## config.mk

```make
export PLATFORM = sky130hd
export DESIGN_NAME = fpadd_pipe_flat
export DESIGN_NICKNAME = d
export VERILOG_FILES = /design/src/rtl/fpadd_pipe_if.sv /design/src/rtl/fpadd_pipe.sv /design/src/flat_wrapper.sv
export SDC_FILE = /design/constraint.sdc
export NUM_CORES = 1
export LEC_CHECK = 0
export BUFFER_PORTS_ARGS = -buffer_cell sky130_fd_sc_hd__buf_4
export CAP_MARGIN = 10
export CORE_MARGIN = 1
export CORE_UTILIZATION = 35
export CTS_CLUSTER_SIZE = 14
export DETAILED_ROUTE_END_ITERATION = 10
export GPL_TIMING_DRIVEN = 0
export PLACE_DENSITY = 0.6
export SLEW_MARGIN = 40
export SYNTH_ARGS = -nofsm -noshare
export SYNTH_HDL_FRONTEND = slang
export SYNTH_SLANG_ARGS = --single-unit
```

## constraint.sdc

```tcl
create_clock -name clk -period 10.8 [get_ports clk]
set_input_delay 0.54 -clock clk [delete_from_list [all_inputs] [get_ports clk]]
set_output_delay 0.54 -clock clk [all_outputs]
set_load 0.01 [all_outputs]
```

## src/rtl/fpadd_pipe_if.sv

```systemverilog
// Operand/result bundle for fpadd_pipe: clock enable, operands, op controls and result.
// The master drives operands; the slave (the adder) returns the result.
interface fpadd_pipe_if #(
    parameter int EXP_W = 8,
    parameter int MAN_W = 23
);
    localparam int W = 1 + EXP_W + MAN_W;

    logic         ce;
    logic         in_valid;
    logic [W-1:0] reg_A;
    logic [W-1:0] reg_B;
    logic         op_sub;
    logic         rnd_rne;
    logic         out_valid;
    logic [W-1:0] out;

    modport master (
        output ce, in_valid, reg_A, reg_B, op_sub, rnd_rne,
        input  out_valid, out
    );

    modport slave (
        input  ce, in_valid, reg_A, reg_B, op_sub, rnd_rne,
        output out_valid, out
    );
endinterface

```

## src/rtl/fpadd_pipe.sv

```systemverilog
// Four-stage pipelined FP add/sub (unpack, align/add, normalize, round/pack) with ce stall.
// Define FPADD_SPECIAL_EN to decode inf/NaN and saturate exponent over/underflow.
module fpadd_pipe #(
    parameter int EXP_W = 8,
    parameter int MAN_W = 23
) (
    input logic         clk,
    input logic         reset_n,
    fpadd_pipe_if.slave bus
);
    localparam int W  = 1 + EXP_W + MAN_W;
    localparam int AW = MAN_W + 3;   // {hidden, man, G, R}
    localparam int NW = MAN_W + 4;   // {hidden, man, G, R, S}
    localparam int SW = MAN_W + 5;   // NW plus carry
`ifdef FPADD_SPECIAL_EN
    localparam int EXW = EXP_W + 2;  // room for sign and overflow detection
    localparam logic [EXW-1:0] EXP_ONES = EXW'({EXP_W{1'b1}});
    localparam logic [EXW-1:0] EXP_ZERO = '0;
`else
    localparam int EXW = EXP_W;      // wraps modulo 2^EXP_W
`endif

    typedef struct packed {
        logic         valid;
        logic [W-1:0] a;
        logic [W-1:0] b;
        logic         sub;
        logic         rne;
    } in_t;

    typedef struct packed {
        logic             valid;
        logic             rne;
        logic             eff_sub;
        logic             sign;
        logic [EXP_W-1:0] exp;
        logic [MAN_W-1:0] man_big;
        logic [MAN_W-1:0] man_small;
        logic [EXP_W-1:0] d;
        logic             byp;
        logic [W-1:0]     byp_val;
    } s1_t;

    typedef struct packed {
        logic             valid;
        logic             rne;
        logic             sign;
        logic [EXP_W-1:0] exp;
        logic [SW-1:0]    sum;
        logic             byp;
        logic [W-1:0]     byp_val;
    } s2_t;

    typedef struct packed {
        logic           valid;
        logic           rne;
        logic           sign;
        logic [EXW-1:0] exp;
        logic [NW-2:0]  frac;   // normalized, hidden bit dropped
        logic           zero;
        logic           byp;
        logic [W-1:0]   byp_val;
    } s3_t;

    in_t          in_q, in_d;
    s1_t          s1_q, s1_d;
    s2_t          s2_q, s2_d;
    s3_t          s3_q, s3_d;
    logic [W-1:0] out_q, out_d;
    logic         out_valid_q, out_valid_d;

    // S0: operand capture
    always_comb begin
        in_d       = '0;
        in_d.valid = bus.in_valid;
        in_d.a     = bus.reg_A;
        in_d.b     = bus.reg_B;
        in_d.sub   = bus.op_sub;
        in_d.rne   = bus.rnd_rne;
    end

    // S1: unpack, effective signs, magnitude swap
    logic             sa, sb, a_zero, b_zero, swap;
    logic [EXP_W-1:0] ea, eb;
    logic [MAN_W-1:0] ma, mb;
`ifdef FPADD_SPECIAL_EN
    logic             a_nan, b_nan, a_inf, b_inf;
`endif

    always_comb begin
        s1_d   = '0;
        sa     = in_q.a[W-1];
        sb     = in_q.b[W-1] ^ in_q.sub;
        ea     = in_q.a[W-2 -: EXP_W];
        eb     = in_q.b[W-2 -: EXP_W];
        a_zero = (ea == '0);
        b_zero = (eb == '0);
        ma     = a_zero ? '0 : in_q.a[MAN_W-1:0];
        mb     = b_zero ? '0 : in_q.b[MAN_W-1:0];
        swap   = {eb, mb} > {ea, ma};

        s1_d.valid     = in_q.valid;
        s1_d.rne       = in_q.rne;
        s1_d.eff_sub   = sa ^ sb;
        s1_d.sign      = swap ? sb : sa;
        s1_d.exp       = swap ? eb : ea;
        s1_d.man_big   = swap ? mb : ma;
        s1_d.man_small = swap ? ma : mb;
        s1_d.d         = swap ? (eb - ea) : (ea - eb);

        if (a_zero && b_zero) begin
            s1_d.byp     = 1'b1;
            s1_d.byp_val = {sa & sb, {(W-1){1'b0}}};
        end else if (a_zero || b_zero) begin
            s1_d.byp     = 1'b1;
            s1_d.byp_val = {s1_d.sign, s1_d.exp, s1_d.man_big};
        end
`ifdef FPADD_SPECIAL_EN
        a_nan = (ea == '1) && (ma != '0);
        b_nan = (eb == '1) && (mb != '0);
        a_inf = (ea == '1) && (ma == '0);
        b_inf = (eb == '1) && (mb == '0);
        if (a_nan || b_nan || (a_inf && b_inf && (sa != sb))) begin
            s1_d.byp     = 1'b1;
            s1_d.byp_val = {1'b0, {EXP_W{1'b1}}, 1'b1, {(MAN_W-1){1'b0}}};
        end else if (a_inf) begin
            s1_d.byp     = 1'b1;
            s1_d.byp_val = {sa, {EXP_W{1'b1}}, {MAN_W{1'b0}}};
        end else if (b_inf) begin
            s1_d.byp     = 1'b1;
            s1_d.byp_val = {sb, {EXP_W{1'b1}}, {MAN_W{1'b0}}};
        end
`endif
    end

    // S2: align small operand with G/R/S, then add or subtract
    logic [2*AW-1:0] wide;
    logic [AW-1:0]   al;
    logic            st;
    logic [NW-1:0]   big_v, small_v;

    always_comb begin
        s2_d = '0;
        wide = '0;
        al   = '0;
        st   = 1'b0;
        if (int'(s1_q.d) >= AW) begin
            st = 1'b1;
        end else begin
            wide = {1'b1, s1_q.man_small, 2'b00, {AW{1'b0}}} >> s1_q.d;
            al   = wide[2*AW-1:AW];
            st   = |wide[AW-1:0];
        end
        big_v   = {1'b1, s1_q.man_big, 3'b000};
        small_v = {al, st};

        s2_d.valid   = s1_q.valid;
        s2_d.rne     = s1_q.rne;
        s2_d.sign    = s1_q.sign;
        s2_d.exp     = s1_q.exp;
        s2_d.sum     = s1_q.eff_sub ? ({1'b0, big_v} - {1'b0, small_v})
                                    : ({1'b0, big_v} + {1'b0, small_v});
        s2_d.byp     = s1_q.byp;
        s2_d.byp_val = s1_q.byp_val;
    end

    // S3: normalize
    logic [EXW-1:0] lzc;

    always_comb begin
        s3_d = '0;
        lzc  = '0;
        for (int unsigned i = 0; i < NW; i++) begin
            if (s2_q.sum[i]) lzc = EXW'(NW - 1 - i);
        end
        if (s2_q.sum[SW-1]) begin
            s3_d.frac = {s2_q.sum[SW-2:2], s2_q.sum[1] | s2_q.sum[0]};
            s3_d.exp  = EXW'(s2_q.exp) + EXW'(1);
        end else begin
            s3_d.frac = s2_q.sum[NW-2:0] << lzc;
            s3_d.exp  = EXW'(s2_q.exp) - lzc;
        end
        s3_d.valid   = s2_q.valid;
        s3_d.rne     = s2_q.rne;
        s3_d.sign    = s2_q.sign;
        s3_d.zero    = (s2_q.sum == '0);
        s3_d.byp     = s2_q.byp;
        s3_d.byp_val = s2_q.byp_val;
    end

    // S4: round and pack
    logic           inc;
    logic [MAN_W:0] man_r;
    logic [EXW-1:0] exp_r;
    logic [W-1:0]   res;

    always_comb begin
        inc   = s3_q.rne & s3_q.frac[2] & (s3_q.frac[1] | s3_q.frac[0] | s3_q.frac[3]);
        man_r = {1'b0, s3_q.frac[NW-2:3]} + (MAN_W+1)'(inc);
        exp_r = s3_q.exp + EXW'(man_r[MAN_W]);
        res   = {s3_q.sign, exp_r[EXP_W-1:0], man_r[MAN_W-1:0]};
`ifdef FPADD_SPECIAL_EN
        if ($signed(exp_r) >= $signed(EXP_ONES)) begin
            res = {s3_q.sign, {EXP_W{1'b1}}, {MAN_W{1'b0}}};
        end else if ($signed(exp_r) <= $signed(EXP_ZERO)) begin
            res = {s3_q.sign, {(W-1){1'b0}}};
        end
`endif
        if (s3_q.zero) res = '0;
        if (s3_q.byp)  res = s3_q.byp_val;

        out_d       = s3_q.valid ? res : out_q;
        out_valid_d = s3_q.valid;
    end

    always_ff @(posedge clk or negedge reset_n) begin
        if (!reset_n) begin
            in_q        <= '0;
            s1_q        <= '0;
            s2_q        <= '0;
            s3_q        <= '0;
            out_q       <= '0;
            out_valid_q <= 1'b0;
        end else if (bus.ce) begin
            in_q        <= in_d;
            s1_q        <= s1_d;
            s2_q        <= s2_d;
            s3_q        <= s3_d;
            out_q       <= out_d;
            out_valid_q <= out_valid_d;
        end
    end

    assign bus.out       = out_q;
    assign bus.out_valid = out_valid_q;
endmodule
```

## src/flat_wrapper.sv

```systemverilog
// flat-port wrapper written by rule: the top's interface ports become plain ports
module fpadd_pipe_flat 
#(
    parameter int EXP_W = 8,
    parameter int MAN_W = 23
)
  (clk, reset_n, bus_ce, bus_in_valid, bus_reg_A, bus_reg_B, bus_op_sub, bus_rnd_rne, bus_out_valid, bus_out);
  fpadd_pipe_if #(.EXP_W(EXP_W), .MAN_W(MAN_W)) bus_i ();
  input logic clk;
  input logic reset_n;
  input wire logic [$bits(bus_i.ce)-1:0] bus_ce;
  input wire logic [$bits(bus_i.in_valid)-1:0] bus_in_valid;
  input wire logic [$bits(bus_i.reg_A)-1:0] bus_reg_A;
  input wire logic [$bits(bus_i.reg_B)-1:0] bus_reg_B;
  input wire logic [$bits(bus_i.op_sub)-1:0] bus_op_sub;
  input wire logic [$bits(bus_i.rnd_rne)-1:0] bus_rnd_rne;
  output wire logic [$bits(bus_i.out_valid)-1:0] bus_out_valid;
  output wire logic [$bits(bus_i.out)-1:0] bus_out;
  assign bus_i.ce = bus_ce;
  assign bus_i.in_valid = bus_in_valid;
  assign bus_i.reg_A = bus_reg_A;
  assign bus_i.reg_B = bus_reg_B;
  assign bus_i.op_sub = bus_op_sub;
  assign bus_i.rnd_rne = bus_rnd_rne;
  assign bus_out_valid = bus_i.out_valid;
  assign bus_out = bus_i.out;
  fpadd_pipe #(.EXP_W(EXP_W), .MAN_W(MAN_W)) u_core (.clk(clk), .reset_n(reset_n), .bus(bus_i));
endmodule
```

==> out/summary.log <==
[timing] Final Hold Violating Endpoints 0
[final_layout] layout cells sized above 1 0.147
[synth] number of enable flip-flop cells after synthesis 0
[synth] post-synthesis simple-gate area fraction 0.145
[final_layout] Area growth syn-to-layout 14.8%
[clocking] CTS tree yes
[synth] fraction of synthesized area in multiplexers 0.126
[place] RePlAce Congestion 0.966
[detailed_routing] ANT nets after route 0
[timing] slew at the pin with the worst max-slew slack 915 ps
[synth] Seq cells post-synth 342
[status] result of the run finished clean
[detailed_routing] routed len/inst 22.9 um
[synth] Post-Synthesis Mean Instance Area 9.01 um^2
[synth] Synth Area in XOR/XNOR 0.0260
[worst_hold_path] worst min-delay path endpoint u_core.ea[2]
[synth] prevailing post-synth register cell dfrtp_1
[global_route] aggregate global-route resource usage 0.243
[timing] unrepaired setup endpoints after global routing no
[detailed_routing] number of optimization iterations in the first detailed-route pass 5
[setup_path] data arrival time of the critical path 6150 ps
[clocking] TritonCTS Buffers 38
[synth] adder-cell area share of the yosys netlist 0.0599
[synth] Synth async-reset ratio 1.00
[pwr] cell leakage power 11.1 nW
[final_layout] ant diodes 0
[setup_path] Reg2Reg Depth 19
[clocking] CTS Sinks 342
[final_layout] fraction of the core area covered by cells at the end of the flow 0.408
[setup_path] CP startpoint kind register
[clocking] # Post-CTS Setup Buffers 0
[synth] share of the yosys chip area belonging to registers 0.396
[setup_path] maximum fanout count along the critical path 10
[synth] yosys synthesis warning count 0
[setup_path] reg-to-reg critical path endpoint u_core.s2_q[60]
[floorplanning] standard-cell rows 90
[synth] area of the mapped netlist 21600 um^2
[setup_path] reg-to-reg startpoint u_core.s1_q[35]
[floorplanning] top-level I/O count 103
[timing] remaining max-slew budget at the tightest pin 0.390
[global_route] maximum number of pins on one net before global-route repair 79
[worst_hold_path] Hold Crit Start bus_reg_A[25]
[floorplanning] vertical die dimension 250 um
[global_route] wire length of the first global-routing pass 118000 um
[timing] setup total negative slack 0 ps
[timing] clock skew 21.1 ps
[synth] Synth area leader dfrtp_1
[synth] synthesized netlist cell count 2397
[place] count of input and output buffers 101
[detailed_routing] DRC violation count after routing 0
[synth] most frequent cell after synthesis dfrtp_1
[floorplanning] Die Wd 250 um
[pwr] power density relative to cell area 227 nW/um^2
[clocking] clk root buf clkbuf_16
[timing] final number of max-transition violations 0
[detailed_routing] DR vias 19300
[synth] top cells by count, synth dfrtp_1, nor2_1, nand2_1
[floorplanning] Placeable Area 60700 um^2
[setup_path] reg-to-reg setup timing slack 5090 ps
[setup_path] data required time at the worst endpoint 11240 ps
[clocking] clock slew at the register clock pins of the worst setup and hold paths 60 ps
[synth] post-synth cell types 84
[run] # Max-Cap Violations 0
[clocking] level count of the clock H-tree 2
[clocking] insertion delay to the later sink of the worst-skew pair 570 ps
[timing] final worst-path cycle share 0.529
[timing] number of setup violations in the final report 0
[synth] net count after synthesis 2568
[floorplanning] Die Outline Area 62700 um^2
[timing] FMAX 175 MHz
[detailed_routing] Detailed Route Iter0 Violations 1687
[pwr] Peak VDD IR 0.117 mV
[timing] minimum clock period after layout 5710 ps
[timing] Hold Slack 189 ps
[final_layout] total number of nets in the final design 2714
[clocking] CTS Buffer Depth 3
[setup_path] Crit. End Element register
[place] detailed placer's ending HPWL 60000 um
[detailed_routing] via count normalized by instance count 5.75
[detailed_routing] final routed wirelength across all metal layers 76800 um
[worst_hold_path] worst hold path cell count 3
[setup_path] WS Path Type register to register
[synth] top cell type's share of synthesized area 0.396
[synth] Compound-Gate Fraction of Synth Area 0.196
[worst_hold_path] class of the tightest hold or removal check primary input to register
[global_route] initial antenna violation count 2
[global_route] global route overflow 0
[synth] cell types with the largest area share after synthesis dfrtp_1, mux2_2, ha_1
[floorplanning] initial core utilization 0.356
[synth] largest family of logic cells by synthesized area compound AO/OA/AOI/OAI gates
[global_route] vias in the first global route 19200
cell type report:
cell class                 count  area (um^2)
multi-input combinational   1769        11900
sequential                   342         8560
timing repair buffer         106          886
tap                          782          978
buffer                       170          676
clock buffer                  49         1060
inverter                     116          435
fill                        5997        35900
clock inverter                20          262
registers in the layout, indices dropped and copies added, names as in the netlist, 8 cells and up:
register	cells
u_core.eb	8
u_core.ea	8
u_core.in_q	51
u_core.s2_q	72
u_core.big_v	23
u_core.s3_q	70
u_core.bus.out	32
u_core.s1_q	76
cell usage in the layout (no fill, tap or decap), types with 21 or more instances in the layout:
cell type    n
dfrtp_1    342
nor2_1     252
nand2_1    237
a21oi_1    206
mux2_2     163
clkbuf_1   138
o21ai_0    120
inv_1      116
buf_4      101
ha_1        97
mux2i_1     78
a31oi_1     48
xnor2_1     44
nand3_1     42
clkbuf_16   38
a22oi_1     34
o2bb2ai_1   33
nor3_1      32
a21o_1      25
nor2b_1     22
nand2b_1    21
routing by layer:
metal	global-route usage	part of all wire	vias to the layer above
met3	0.0297	0.051	113
met5	0	0	-
met4	0.0694	0.028	0
li1	-	-	8840
met1	0.335	0.45	9671
met2	0.400	0.47	660
what timing repair did:
action | 4_1_cts | 5_1_grt
gates resized for setup | 0 | 0
hold endpoints to repair | 63 | 0
hold buffers | 1 | 0
critical path, stage by stage, from the launching register on:
cell       delay [ps]
dfrtp_1           500
clkbuf_1          450
clkbuf_1          460
buf_1             510
a21o_1            190
a21oi_1            70
o22ai_1           160
nand2_1           130
ha_1              440
nand2b_1          130
a21oi_1           110
o31ai_1           270
a21oi_1           140
o21ai_0           450
a31oi_1           260
a221oi_1          610
o21ba_2           210
o2111ai_1         150
a21oi_1           210
o21ai_0           100
through the flow:
stage | cell area (um^2) | worst slack [ps] | total power, W | cells
3_5_place_dp | 23500 | 5150 | 0.00421 | 3284
4_1_cts | 24800 | 5140 | 0.00560 | 3354
3_3_place_gp | 23300 | 5130 | 0.00418 | 3280
5_1_grt | 24800 | 4590 | 0.00592 | 3354
6_report | 24800 | 5090 | 0.00562 | 3354
2_1_floorplan | 21600 | 6370 | 0.00331 | 2397
worst max path at each step:
stage	to	slack [ps]	startpoint	cells after the start
3_3_place_gp	u_core.s2_q[60]	5130	u_core.s1_q[36]	20
5_1_grt	u_core.s2_q[58]	4590	u_core.s1_q[36]	20
6_report	u_core.s2_q[60]	5090	u_core.s1_q[35]	19
2_1_floorplan	u_core.s2_q[59]	6370	u_core.s1_q[36]	19
4_1_cts	u_core.s3_q[67]	5140	u_core.s2_q[47]	23
3_5_place_dp	u_core.s3_q[67]	5150	u_core.s2_q[47]	23
power breakdown:
group / internal (W) / total [W] / switching (W)
Combinational: 0.000902 / 0.00240 / 0.00150
Sequential: 0.00155 / 0.00184 / 0.000292
Clock: 0.000804 / 0.00138 / 0.000575
Total: 0.00325 / 0.00562 / 0.00237
cell families after synthesis:
family	after synthesis
adder cells (fa/ha/maj)	101
AO/OA/AOI/OAI	654
multiplexers	246
buffers and inverters	286
AND/OR/NAND/NOR	704
XOR/XNOR	64
flip-flops	342
(Power assumes the default switching activity.)
